## config.mk

```make
export PLATFORM = sky130hd
export DESIGN_NAME = bw_iodll_lock_ctl_flat
export DESIGN_NICKNAME = d
export VERILOG_FILES = /design/src/rtl/bw_iodll_pkg.sv /design/src/rtl/bw_iodll_lock_ctl_if.sv /design/src/rtl/bw_iodll_lpf.sv /design/src/rtl/bw_iodll_lock_ctl.sv /design/src/flat_wrapper.sv
export SDC_FILE = /design/constraint.sdc
export NUM_CORES = 1
export LEC_CHECK = 0
export CORE_UTILIZATION = 58
export CTS_CLUSTER_DIAMETER = 150
export DETAILED_ROUTE_END_ITERATION = 6
export GPL_TIMING_DRIVEN = 0
export PLACE_DENSITY = 0.8
export SLEW_MARGIN = 20
export SYNTH_ARGS = -nofsm -noshare
export SYNTH_HDL_FRONTEND = slang
export SYNTH_HIERARCHICAL = 1
export SYNTH_SLANG_ARGS = --single-unit
```

## constraint.sdc

```tcl
create_clock -name ddr_clk_in -period 3.67 [get_ports ddr_clk_in]
set_input_delay 0.734 -clock ddr_clk_in [delete_from_list [all_inputs] [get_ports ddr_clk_in]]
set_output_delay 0.734 -clock ddr_clk_in [all_outputs]
set_load 0.005 [all_outputs]
```

## src/rtl/bw_iodll_pkg.sv

```systemverilog
// Shared types and defaults for the DDR master-DLL lock/tracking controller.
package bw_iodll_pkg;

  localparam int CODE_W_DEF   = 5;
  localparam int FILT_W_DEF   = 4;
  localparam int SETTLE_DEF   = 8;
  localparam int LOCK_CNT_DEF = 32;

  typedef enum logic [1:0] {
    SETTLING = 2'd0,
    ACQ      = 2'd1,
    LOCKED   = 2'd2,
    BYP      = 2'd3
  } dll_state_e;

  // Mid-scale delay code for a given code width (the power-up delay setting).
  function automatic int code_mid(input int w);
    return 1 << (w - 1);
  endfunction

  localparam logic [CODE_W_DEF-1:0] CODE_MID = CODE_W_DEF'(code_mid(CODE_W_DEF));

endpackage

```

## src/rtl/bw_iodll_lock_ctl_if.sv

```systemverilog
// Phase-detector / delay-line signal bundle for the DDR DLL lock controller.
interface bw_iodll_lock_ctl_if #(
  parameter int CODE_W = 5
);
  logic              io_dll_bypass_l;
  logic [CODE_W-1:0] bypass_data;
  logic              pd_valid;
  logic              pd_up;
  logic [CODE_W-1:0] lpf_out;
  logic              iodll_lock;
  logic              overflow;
  logic              strobe;

  modport master (
    output io_dll_bypass_l, bypass_data, pd_valid, pd_up,
    input  lpf_out, iodll_lock, overflow, strobe
  );

  modport slave (
    input  io_dll_bypass_l, bypass_data, pd_valid, pd_up,
    output lpf_out, iodll_lock, overflow, strobe
  );
endinterface

```

## src/rtl/bw_iodll_lpf.sv

```systemverilog
// Vote accumulator feeding a saturating delay-code counter with a sticky overflow flag.
module bw_iodll_lpf #(
  parameter int                CODE_W   = 5,
  parameter int                FILT_W   = 4,
  parameter logic [CODE_W-1:0] CODE_RST = '0
) (
  input  logic              clk,
  input  logic              rst,
  input  logic              vote_en,
  input  logic              vote_up,
  input  logic              acc_clr,
  input  logic              load_en,
  input  logic [CODE_W-1:0] load_val,
  output logic [CODE_W-1:0] code,
  output logic              step_up,
  output logic              step_dn,
  output logic              sat,
  output logic              overflow
);
  localparam logic signed [FILT_W-1:0] ACC_HI  = FILT_W'((1 << (FILT_W - 1)) - 1);
  localparam logic signed [FILT_W-1:0] ACC_LO  = FILT_W'(1 << (FILT_W - 1));
  localparam logic signed [FILT_W-1:0] ACC_ONE = FILT_W'(1);

  logic signed [FILT_W-1:0] acc_reg;
  logic signed [FILT_W-1:0] acc_next;
  logic [CODE_W-1:0]        code_reg;
  logic                     ovf_reg;
  logic                     at_max;
  logic                     at_min;

  // The accumulator is cleared on every threshold hit, so it never wraps.
  assign acc_next = vote_up ? (acc_reg + ACC_ONE) : (acc_reg - ACC_ONE);
  assign step_up  = vote_en &  vote_up & (acc_next == ACC_HI);
  assign step_dn  = vote_en & ~vote_up & (acc_next == ACC_LO);
  assign at_max   = &code_reg;
  assign at_min   = ~|code_reg;
  assign sat      = (step_up & at_max) | (step_dn & at_min);
  assign code     = code_reg;
  assign overflow = ovf_reg;

  always_ff @(posedge clk or posedge rst) begin
    if (rst) begin
      acc_reg  <= '0;
      code_reg <= CODE_RST;
      ovf_reg  <= 1'b0;
    end else begin
      if (load_en)
        code_reg <= load_val;
      else if (step_up && !at_max)
        code_reg <= code_reg + 1'b1;
      else if (step_dn && !at_min)
        code_reg <= code_reg - 1'b1;

      if (sat)
        ovf_reg <= 1'b1;

      if (acc_clr || step_up || step_dn)
        acc_reg <= '0;
      else if (vote_en)
        acc_reg <= acc_next;
    end
  end
endmodule

```

## src/rtl/bw_iodll_lock_ctl.sv

```systemverilog
// Master DDR DLL lock controller: settle/lock FSM, bypass mux and strobe around the code filter.
module bw_iodll_lock_ctl
  import bw_iodll_pkg::*;
#(
  parameter int CODE_W   = CODE_W_DEF,
  parameter int FILT_W   = FILT_W_DEF,
  parameter int SETTLE   = SETTLE_DEF,
  parameter int LOCK_CNT = LOCK_CNT_DEF
) (
  input  logic               ddr_clk_in,
  input  logic               io_dll_reset,
  bw_iodll_lock_ctl_if.slave dll
);
  localparam int                SETTLE_W = $clog2(SETTLE + 1);
  localparam int                LOCK_W   = $clog2(LOCK_CNT + 1);
  localparam logic [CODE_W-1:0] MID      = CODE_W'(code_mid(CODE_W));

  dll_state_e        state_reg;
  dll_state_e        ret_reg;
  logic [SETTLE_W-1:0] settle_reg;
  logic [LOCK_W-1:0]   lock_cnt_reg;
  logic              lock_reg;
  logic              strobe_reg;
  logic              last_dir_vld_reg;
  logic              last_dir_reg;

  logic              bypass;
  logic              tracking;
  logic              vote_en;
  logic              step_up;
  logic              step_dn;
  logic              step;
  logic              sat;
  logic [CODE_W-1:0] code;

  assign bypass   = ~dll.io_dll_bypass_l;
  assign tracking = (state_reg == ACQ) || (state_reg == LOCKED);
  assign vote_en  = tracking & dll.pd_valid & ~bypass;
  assign step     = step_up | step_dn;

  bw_iodll_lpf #(
    .CODE_W   (CODE_W),
    .FILT_W   (FILT_W),
    .CODE_RST (MID)
  ) u_lpf (
    .clk      (ddr_clk_in),
    .rst      (io_dll_reset),
    .vote_en  (vote_en),
    .vote_up  (dll.pd_up),
    .acc_clr  (bypass),
    .load_en  (bypass),
    .load_val (dll.bypass_data),
    .code     (code),
    .step_up  (step_up),
    .step_dn  (step_dn),
    .sat      (sat),
    .overflow (dll.overflow)
  );

  assign dll.lpf_out    = code;
  assign dll.iodll_lock = lock_reg;
  assign dll.strobe     = strobe_reg;

  always_ff @(posedge ddr_clk_in or posedge io_dll_reset) begin
    if (io_dll_reset) begin
      state_reg        <= SETTLING;
      ret_reg          <= ACQ;
      settle_reg       <= SETTLE_W'(SETTLE);
      lock_cnt_reg     <= '0;
      lock_reg         <= 1'b0;
      strobe_reg       <= 1'b0;
      last_dir_vld_reg <= 1'b0;
      last_dir_reg     <= 1'b0;
    end else begin
      // A saturated step leaves the code untouched, so it raises no strobe.
      strobe_reg <= step & ~sat;
      if (bypass) begin
        state_reg    <= BYP;
        lock_reg     <= 1'b0;
        lock_cnt_reg <= '0;
        strobe_reg   <= (dll.bypass_data != code);
      end else begin
        case (state_reg)
          BYP: begin
            state_reg  <= SETTLING;
            ret_reg    <= ACQ;
            settle_reg <= SETTLE_W'(SETTLE);
          end
          SETTLING: begin
            if (settle_reg <= SETTLE_W'(1)) begin
              state_reg  <= ret_reg;
              settle_reg <= '0;
            end else begin
              settle_reg <= settle_reg - 1'b1;
            end
          end
          ACQ: begin
            if (step) begin
              state_reg    <= SETTLING;
              ret_reg      <= ACQ;
              settle_reg   <= SETTLE_W'(SETTLE);
              lock_cnt_reg <= '0;
            end else if (dll.pd_valid) begin
              if (lock_cnt_reg == LOCK_W'(LOCK_CNT - 1)) begin
                state_reg        <= LOCKED;
                lock_reg         <= 1'b1;
                last_dir_vld_reg <= 1'b0;
                lock_cnt_reg     <= LOCK_W'(LOCK_CNT);
              end else if (lock_cnt_reg < LOCK_W'(LOCK_CNT)) begin
                lock_cnt_reg <= lock_cnt_reg + 1'b1;
              end
            end
          end
          LOCKED: begin
            if (step) begin
              state_reg    <= SETTLING;
              settle_reg   <= SETTLE_W'(SETTLE);
              lock_cnt_reg <= '0;
              // Two steps in a row the same way means the loop has walked off; drop lock.
              if (last_dir_vld_reg && (last_dir_reg == step_up)) begin
                lock_reg         <= 1'b0;
                ret_reg          <= ACQ;
                last_dir_vld_reg <= 1'b0;
              end else begin
                ret_reg          <= LOCKED;
                last_dir_vld_reg <= 1'b1;
                last_dir_reg     <= step_up;
              end
            end
          end
          default: state_reg <= SETTLING;
        endcase
      end
    end
  end
endmodule

```

## src/flat_wrapper.sv

```systemverilog
// flat-port wrapper written by rule: the top's interface ports become plain ports
module bw_iodll_lock_ctl_flat import bw_iodll_pkg::*;
#(
  parameter int CODE_W   = CODE_W_DEF,
  parameter int FILT_W   = FILT_W_DEF,
  parameter int SETTLE   = SETTLE_DEF,
  parameter int LOCK_CNT = LOCK_CNT_DEF
)
  (ddr_clk_in, io_dll_reset, dll_io_dll_bypass_l, dll_bypass_data, dll_pd_valid, dll_pd_up, dll_lpf_out, dll_iodll_lock, dll_overflow, dll_strobe);
  bw_iodll_lock_ctl_if #(.CODE_W(CODE_W)) dll_i ();
  input  logic ddr_clk_in;
  input  logic io_dll_reset;
  input wire logic [$bits(dll_i.io_dll_bypass_l)-1:0] dll_io_dll_bypass_l;
  input wire logic [$bits(dll_i.bypass_data)-1:0] dll_bypass_data;
  input wire logic [$bits(dll_i.pd_valid)-1:0] dll_pd_valid;
  input wire logic [$bits(dll_i.pd_up)-1:0] dll_pd_up;
  output wire logic [$bits(dll_i.lpf_out)-1:0] dll_lpf_out;
  output wire logic [$bits(dll_i.iodll_lock)-1:0] dll_iodll_lock;
  output wire logic [$bits(dll_i.overflow)-1:0] dll_overflow;
  output wire logic [$bits(dll_i.strobe)-1:0] dll_strobe;
  assign dll_i.io_dll_bypass_l = dll_io_dll_bypass_l;
  assign dll_i.bypass_data = dll_bypass_data;
  assign dll_i.pd_valid = dll_pd_valid;
  assign dll_i.pd_up = dll_pd_up;
  assign dll_lpf_out = dll_i.lpf_out;
  assign dll_iodll_lock = dll_i.iodll_lock;
  assign dll_overflow = dll_i.overflow;
  assign dll_strobe = dll_i.strobe;
  bw_iodll_lock_ctl #(.CODE_W(CODE_W), .FILT_W(FILT_W), .SETTLE(SETTLE), .LOCK_CNT(LOCK_CNT)) u_core (.ddr_clk_in(ddr_clk_in), .io_dll_reset(io_dll_reset), .dll(dll_i));
endmodule
```

==> insert_results.sql, run 1 <==
INSERT INTO impl_metrics (metric_group, metric, value, unit) VALUES
('sta', 'fmaxAchievable', '287', 'MHz'),
('sta', 'worst_slew_margin_rel', '55.0', '%'),
('setup_path', 'timing_worst_setup_path_type', 'in -> reg', ''),
('synthesis', 'synth_fp_nets', '238', ''),
('outcome', 'status', 'finished clean', ''),
('sta', 'final-setup-viol-count', '0', ''),
('setup_path', 'critical_path_peak_fanout', '10', ''),
('synthesis', 'ys_ff_latch', '28', ''),
('setup_path', 'critical-path-max-stage-delay', '0.49', 'ns'),
('clocking', 'cts.sinks', '28', ''),
('floorplanning', 'rows', '21', ''),
('floorplanning', 'chipWidth', '61.1', 'µm'),
('detailed_routing', 'drtAntennaViolNets', '0', ''),
('clocking', 'clkSlewWorstSetupHoldPaths', '0.15', 'ns'),
('setup_path', 'critical_path.slowest_cell', 'clkdlybuf4s50_1', ''),
('sta', 'layout_setup_ws', '0.188', 'ns'),
('sta', 'hold_slack', '0.487', 'ns'),
('synthesis', 'ys_seq_area_share', '34.8', '%'),
('floorplanning', 'io-pin-count', '18', ''),
('detailed_routing', 'drt_pass1_iterations', '4', ''),
('global_route', 'number_of_global_route_vias_before_repair', '1508', ''),
('detailed_routing', 'highest_metal_used', 'met4', ''),
('detailed_routing', 'met2_length', '1.99', 'mm'),
('detailed_routing', 'routed_wirelength', '4.09', 'mm'),
('global_route', 'globalRouteTotalUtil', '23.9', '%'),
('setup_path', 'worst_ep_required_time', '3.88', 'ns'),
('cells_and_area', 'fill_cells', '276', ''),
('power_and_ir_drop', 'power', '1.16', 'mW'),
('sta', 'worst_slew_pin_slew', '0.675', 'ns'),
('sta', 'finClkSkew', '0.00643', 'ns'),
('detailed_routing', 'dr_total_vias', '1637', ''),
('global_route', 'grt_max_degree', '19', ''),
('floorplanning', 'initial_utilization', '60.7', '%'),
('run', 'max_cap_violations', '0', ''),
('synthesis', 'library_cells_used_by_synthesis', '59', ''),
('detailed_routing', 'drt_iter0_drc', '117', ''),
('floorplanning', 'fp.dieH', '61.1', 'µm'),
('synthesis', 'yosys_warnings', '6', ''),
('setup_path', 'crit_path_cell_trace', 'clkdlybuf4s50_1 -> buf_4 -> buf_4 -> and3_1 -> clkbuf_4 -> inv_2 -> a2111oi_4 -> o21ba_4 -> nand2_1 -> ha_1 -> a21o_1 -> a21oi_1 -> xor2_1 -> nor2_1 -> a21oi_1 -> o21ai_1', ''),
('sta', 'rsz0062_at_grt', 'no', ''),
('clocking', 'clock_tree.buffer_depth', '2', ''),
('cells_and_area', 'nNetsFinal', '263', ''),
('clocking', 'clock_latency_of_the_later_clocked_register_in_the_worst_skew_pair', '0.32', 'ns'),
('setup_path', 'critical_path_arrival', '3.69', 'ns'),
('cells_and_area', 'multi_input_area', '1250', 'µm²'),
('clocking', 'clock_tree.root_cell', 'clkbuf_4', ''),
('place', 'placement.io_buffers', '17', ''),
('place', 'routabilityCongestion', '0.793', ''),
('setup_path', 'reg2reg_setup_slack', '0.68', 'ns'),
('power_and_ir_drop', 'power.internal', '0.692', 'mW'),
('detailed_routing', 'vias_per_cell', '5.80', ''),
('place', 'dpl_worst_slack', '-0.735', 'ns'),
('sta', 'final_period_demand_of_the_worst_path', '3.48', 'ns'),
('sta', 'fin_setup_tns', '0', 'ns'),
('detailed_routing', 'detailroute.wirelength.met3', '98', 'µm'),
('cells_and_area', 'footprint_of_the_flip_flops_and_latches', '704', 'µm²'),
('setup_path', 'cp_startpoint_kind', 'primary input', ''),
('power_and_ir_drop', 'static-leakage-power', '1.02', 'nW'),
('setup_path', 'cp-end-kind', 'flop', ''),
('power_and_ir_drop', 'powerDensity', '494', 'nW/µm²'),
('hold_path', 'hp-class', 'reg -> reg', ''),
('global_route', 'grt_first_pass_wirelength', '6.68', 'mm'),
('synthesis', 'syn_area_per_cell', '9.56', 'µm²'),
('detailed_routing', 'post-route-drc-count', '0', ''),
('synthesis', 'synth_area', '2030', 'µm²'),
('power_and_ir_drop', 'comb_power_share', '49.4', '%'),
('cells_and_area', 'largest_reg_flops', '6', ''),
('floorplanning', 'fp.dieArea', '3730', 'µm²'),
('power_and_ir_drop', 'pwr-share-seq', '39.1', '%'),
('power_and_ir_drop', 'netSwitchingFraction', '40.1', '%'),
('cells_and_area', 'drive_above_1_share', '13.1', '%');
critical path, delay by kind of cell:
kind            cells  cell delay, ns
xor+xnor            1            0.17
simple gates        3            0.34
buf+inv             5            1.12
fa+ha+maj           1            0.30
compound gates      6            1.02
synth_stat cells (2+ instances only):
cell type  instances  area share, %
dfrtp_1           25             31
nand2_1           18            3.3
nor2_1            17            3.2
inv_1             16            3.0
a21oi_1           14            3.5
ha_1              14            8.6
nand3_1           11            2.7
xnor2_1            9            3.9
o21ai_0            7            1.7
a21o_1             4            1.5
and3_1             4            1.2
nand3b_1           4            1.5
xor2_1             4            1.7
a211o_1            3            1.3
dfstp_2            3            3.9
mux2i_1            3            1.5
nand2b_1           3           0.93
a2111oi_4          2            2.7
a32o_1             2           0.99
and2_1             2           0.62
clkbuf_1           2           0.37
fa_1               2            2.0
mux2_2             2            1.1
nand4_1            2           0.62
o211ai_1           2           0.74
o21ai_1            2           0.49
or2_1              2           0.62
or4_1              2           0.74
routing by layer:
| metal | vias up | global-route usage (%) |
|---|---|---|
| li1 | 810 | - |
| met1 | 801 | 33.9 |
| met2 | 24 | 40.2 |
| met3 | 2 | 2.52 |
| met4 | 0 | 3.90 |
| met5 | - | 0 |
per-stage QoR:
stage	std cells	instance area [µm²]
final	282	2340
after global routing	282	2340
after CTS	280	2300
after detailed placement	275	2250
after global placement	275	2250
after floorplan	212	2030
final cells by class:
cell class	count	share of cell area, %
multi-input cells	161	53.3
flip-flops and latches	28	30.1
repair buffers	20	8.34
inverters	17	2.73
well taps	46	2.46
plain buffers	6	1.93
clock buffers	4	1.12
placed cells by master, fill, tap and decap left out, drive strengths merged, types with 2 or more instances in the layout:
| cell | count |
|---|---|
| clkdlybuf4s50 | 16 |
| a2111oi | 2 |
| buf | 7 |
| inv | 17 |
| nand2b | 3 |
| and2 | 2 |
| ha | 14 |
| nand4 | 2 |
| fa | 2 |
| nor2 | 17 |
| dfrtp | 25 |
| o22ai | 2 |
| nand3 | 11 |
| a21oi | 14 |
| or4 | 2 |
| xor2 | 4 |
| nand2 | 18 |
| a32o | 2 |
| nand3b | 4 |
| xnor2 | 9 |
| o211ai | 2 |
| nor3b | 2 |
| and3 | 4 |
| o21ai | 9 |
| dfstp | 3 |
| a21o | 4 |
| a211o | 3 |
| mux2i | 3 |
| clkbuf | 6 |
| mux2 | 3 |
| or2 | 3 |
logic make-up (layout without fill, tap and decap cells):
| kind of cell | count (synthesis) | in the layout | share of synthesized area (%) |
|---|---|---|---|
| compound gates | 52 | 52 | 21.1 |
| flops | 28 | 28 | 34.8 |
| buf+inv | 23 | 47 | 4.94 |
| fa+ha+maj | 16 | 16 | 10.6 |
| xor+xnor | 13 | 13 | 5.62 |
| simple gates | 74 | 74 | 19.8 |
| mux | 6 | 6 | 3.15 |
power groups by stage:
stage	logic [mW]	clock network, mW	registers, mW
after floorplan	0.427	0	0.442
after global placement	0.522	0	0.457
after detailed placement	0.540	0	0.459
after CTS	0.543	0.139	0.452
after global routing	0.638	0.156	0.464
final	0.571	0.133	0.452
what timing repair did:
action / in CTS / in global routing
setup buffers: 1 / 2
hold buffers: 0 / 0
hold endpoints to repair: 0 / 0
resized for setup: 4 / 8
setup endpoints to repair: 14 / 8
pin swaps: 0 / 2
final timing paths:
| kind | from | endpoint | cells after the start |
|---|---|---|---|
| worst max register to register | u_core/state_reg[1] | u_core/u_lpf/code[3] | 15 |
| min in group asynchronous | io_dll_reset | u_core/u_lpf/overflow | 2 |
| worst max-delay path | dll_io_dll_bypass_l | u_core/u_lpf/code[3] | 16 |
| max in group asynchronous | io_dll_reset | u_core/dll.strobe | 2 |
| worst min register to register | u_core/ret_reg[0] | u_core/ret_reg[0] | 2 |
| worst min-delay path | u_core/ret_reg[0] | u_core/ret_reg[0] | 2 |
Note: power is estimated with default switching activity, not from simulation.
==> run 2: changes to the inputs <==
--- a/config.mk
+++ b/config.mk
@@ -10,7 +10,7 @@
 export DETAILED_ROUTE_END_ITERATION = 6
 export GPL_TIMING_DRIVEN = 0
 export PLACE_DENSITY = 0.8
-export SLEW_MARGIN = 20
+export SLEW_MARGIN = 10
 export SYNTH_ARGS = -nofsm -noshare
 export SYNTH_HDL_FRONTEND = slang
 export SYNTH_HIERARCHICAL = 1
==> results of run 2 <==
No change in the layout: final DEF, timing and power equal those of run 1.
==> run 3: changes to the inputs <==
--- a/config.mk
+++ b/config.mk
@@ -9,7 +9,7 @@
 export CTS_CLUSTER_DIAMETER = 150
 export DETAILED_ROUTE_END_ITERATION = 6
 export GPL_TIMING_DRIVEN = 0
-export PLACE_DENSITY = 0.8
+export PLACE_DENSITY = 0.9
 export SLEW_MARGIN = 10
 export SYNTH_ARGS = -nofsm -noshare
 export SYNTH_HDL_FRONTEND = slang
==> insert_results.sql, run 3 (synthesis gave the netlist of run 1 again) <==
INSERT INTO impl_metrics (metric_group, metric, value, unit) VALUES
('setup_path', 'reg2reg_setup_slack', '0.57', 'ns'),
('setup_path', 'cp-end-kind', 'flop', ''),
('sta', 'worst_slew_margin_rel', '54.2', '%'),
('setup_path', 'critical-path-max-stage-delay', '0.53', 'ns'),
('sta', 'period_share', '97.0', '%'),
('setup_path', 'worst_setup_path_startpoint', 'dll_pd_up', ''),
('clocking', 'clock_tree.root_cell', 'clkbuf_4', ''),
('detailed_routing', 'highest_metal_used', 'met4', ''),
('cells_and_area', 'syn2layout_area_growth', '16.7', '%'),
('floorplanning', 'chipWidth', '61.1', 'µm'),
('detailed_routing', 'drt_iter0_drc', '134', ''),
('setup_path', 'cp_startpoint_kind', 'primary input', ''),
('setup_path', 'crit_path_frequent_cell', 'inv_1', ''),
('global_route', 'number_of_global_route_vias_before_repair', '1524', ''),
('setup_path', 'crit_family', 'simple AND/OR/NAND/NOR gates', ''),
('setup_path', 'critical_path.n_buffers_inverters', '4', ''),
('detailed_routing', 'average_detailed_routed_wire_length_per_instance', '15.4', 'µm'),
('global_route', 'globalRouteTotalUtil', '25.0', '%'),
('run', 'max_cap_violations', '0', ''),
('clocking', 'clock_tree.buffer_depth', '2', ''),
('power_and_ir_drop', 'static-leakage-power', '1.02', 'nW'),
('place', 'post-dp-hpwl', '3.16', 'mm'),
('cells_and_area', 'fill_cells', '252', ''),
('hold_path', 'min_to', 'u_core/ret_reg[0]', ''),
('hold_path', 'hp-class', 'reg -> reg', ''),
('clocking', 'cts_hold_buffers', '0', ''),
('setup_path', 'critical_path_arrival', '3.84', 'ns'),
('detailed_routing', 'dr_total_vias', '1663', ''),
('global_route', 'grt_antenna_before_repair', '0', ''),
('clocking', 'cts-buffers-inserted', '3', ''),
('setup_path', 'worst_ep_required_time', '3.95', 'ns'),
('global_route', 'grt_max_degree', '19', ''),
('floorplanning', 'initial_utilization', '60.7', '%'),
('setup_path', 'timing_worst_setup_path_type', 'in -> reg', ''),
('cells_and_area', 'nNetsFinal', '262', ''),
('clocking', 'cts_tree', 'built', ''),
('cells_and_area', 'drive_above_1_share', '14.5', '%'),
('detailed_routing', 'vias_per_cell', '5.92', ''),
('cells_and_area', 'postLayoutCoreUtil', '70.8', '%'),
('clocking', 'cts.sinks', '28', ''),
('power_and_ir_drop', 'powerDensity', '528', 'nW/µm²'),
('sta', 'fmaxAchievable', '281', 'MHz'),
('detailed_routing', 'post-route-drc-count', '0', ''),
('detailed_routing', 'detailroute.wirelength.met3', '125', 'µm'),
('sta', 'finClkSkew', '0.00162', 'ns'),
('setup_path', 'crit_path_cell_trace', 'clkdlybuf4s50_1 -> inv_2 -> ha_1 -> xnor2_2 -> or2_1 -> o21ba_4 -> nand2_1 -> inv_1 -> fa_1 -> inv_1 -> a21o_1 -> a21oi_1 -> or4_1 -> nand4_1', ''),
('setup_path', 'r2r_end', 'u_core/u_lpf/code[4]', ''),
('sta', 'layout_setup_ws', '0.110', 'ns'),
('hold_path', 'hold_depth', '2', ''),
('floorplanning', 'design.core.area', '3340', 'µm²'),
('floorplanning', 'fp.dieArea', '3730', 'µm²'),
('sta', 'rsz0062_at_grt', 'no', ''),
('cells_and_area', 'mostFrequentLayoutCell', 'dfrtp_1', ''),
('setup_path', 'critical_path_peak_fanout', '5', ''),
('hold_path', 'hp_start', 'u_core/ret_reg[0]', ''),
('outcome', 'status', 'finished clean', ''),
('detailed_routing', 'met2_length', '2.19', 'mm'),
('cells_and_area', 'final_cells', '281', ''),
('detailed_routing', 'drt_pass1_iterations', '5', ''),
('floorplanning', 'io-pin-count', '18', ''),
('setup_path', 'critical_path.slowest_cell', 'clkdlybuf4s50_1', ''),
('cells_and_area', 'largest_reg_flops', '6', ''),
('detailed_routing', 'routed_wirelength', '4.33', 'mm'),
('place', 'placed_cells', '275', ''),
('sta', 'slew_violations', '0', ''),
('sta', 'hold_slack', '0.511', 'ns'),
('power_and_ir_drop', 'power', '1.25', 'mW'),
('place', 'routabilityCongestion', '0.911', ''),
('sta', 'worst_slew_pin_slew', '0.686', 'ns'),
('clocking', 'clkSlewWorstSetupHoldPaths', '0.15', 'ns'),
('cells_and_area', 'mostFrequentLayoutCells', 'dfrtp_1, nand2_1, clkdlybuf4s50_1', ''),
('place', 'dpl_worst_slack', '-0.724', 'ns'),
('cells_and_area', 'diodes', '0', ''),
('detailed_routing', 'drt-met1-wl', '1.96', 'mm'),
('sta', 'finalHoldViolations', '0', ''),
('floorplanning', 'fp.dieH', '61.1', 'µm'),
('global_route', 'globalRoute.totalOverflow', '0', ''),
('setup_path', 'r2r_depth', '15', ''),
('clocking', 'clock_latency_of_the_later_clocked_register_in_the_worst_skew_pair', '0.33', 'ns'),
('clocking', 'clock_tree.htree_level_count', '1', ''),
('power_and_ir_drop', 'worst_ir_drop_on_vdd', '0.393', 'mV'),
('detailed_routing', 'drtAntennaViolNets', '0', ''),
('place', 'placement.io_buffers', '17', ''),
('global_route', 'grt_first_pass_wirelength', '6.93', 'mm'),
('floorplanning', 'rows', '21', ''),
('setup_path', 'critical_register_to_register_path_startpoint', 'u_core/state_reg[0]', ''),
('sta', 'final_period_demand_of_the_worst_path', '3.56', 'ns'),
('sta', 'final-setup-viol-count', '0', '');
-- run 3: report_power, final --
part	total [mW]	internal, mW	switching (mW)
clock	0.205	0.111	0.0947
combinational	0.585	0.264	0.321
sequential	0.458	0.385	0.0726
-- run 3: worst min-delay path: stages (launching register included) --
cell	delay [ns]
dfstp_2	0.40
inv_1	0.05
mux2i_1	0.07
-- run 3: layout make-up --
type	count	area [µm²]	area share, %
clock inverter	1	30.0	1.27
inverter	17	63.8	2.70
multi-input combinational	161	1260	53.2
sequential	28	704	29.8
buffer	6	42.5	1.80
timing repair buffer	19	185	7.83
tap	46	57.6	2.44
clock buffer	3	22.5	0.953
-- run 3: how the worst max path moves through the flow --
stage                         endpoint  cells past startpoint  slack (ns)
2_1_floorplan     u_core/u_lpf/code[3]                     15        0.28
3_3_place_gp      u_core/u_lpf/code[3]                     16       -0.62
3_5_place_dp      u_core/u_lpf/code[3]                     16       -0.72
4_1_cts        u_core/last_dir_vld_reg                     13        0.03
5_1_grt           u_core/u_lpf/code[4]                     15       0.008
6_report          u_core/u_lpf/code[4]                     14        0.11
-- run 3: metrics by stage --
step	setup TNS, ns	area [µm²]
after floorplan	0	2030
after global placement	-7.53	2250
after detailed placement	-9.07	2250
after CTS	0	2330
after global routing	0	2360
final	0	2360
-- run 3: layer usage --
metal / global-route usage [%] / vias up
met2: 39.4 / 30
met1: 35.0 / 821
met4: 7.79 / 0
li1: - / 806
met5: 0 / -
met3: 4.41 / 6
-- run 3: what timing repair did --
item                                    CTS  global route
buffers inserted                          1             1
gates resized for setup                   4             8
endpoints found under the setup margin   14             8
pin swaps                                 0             3
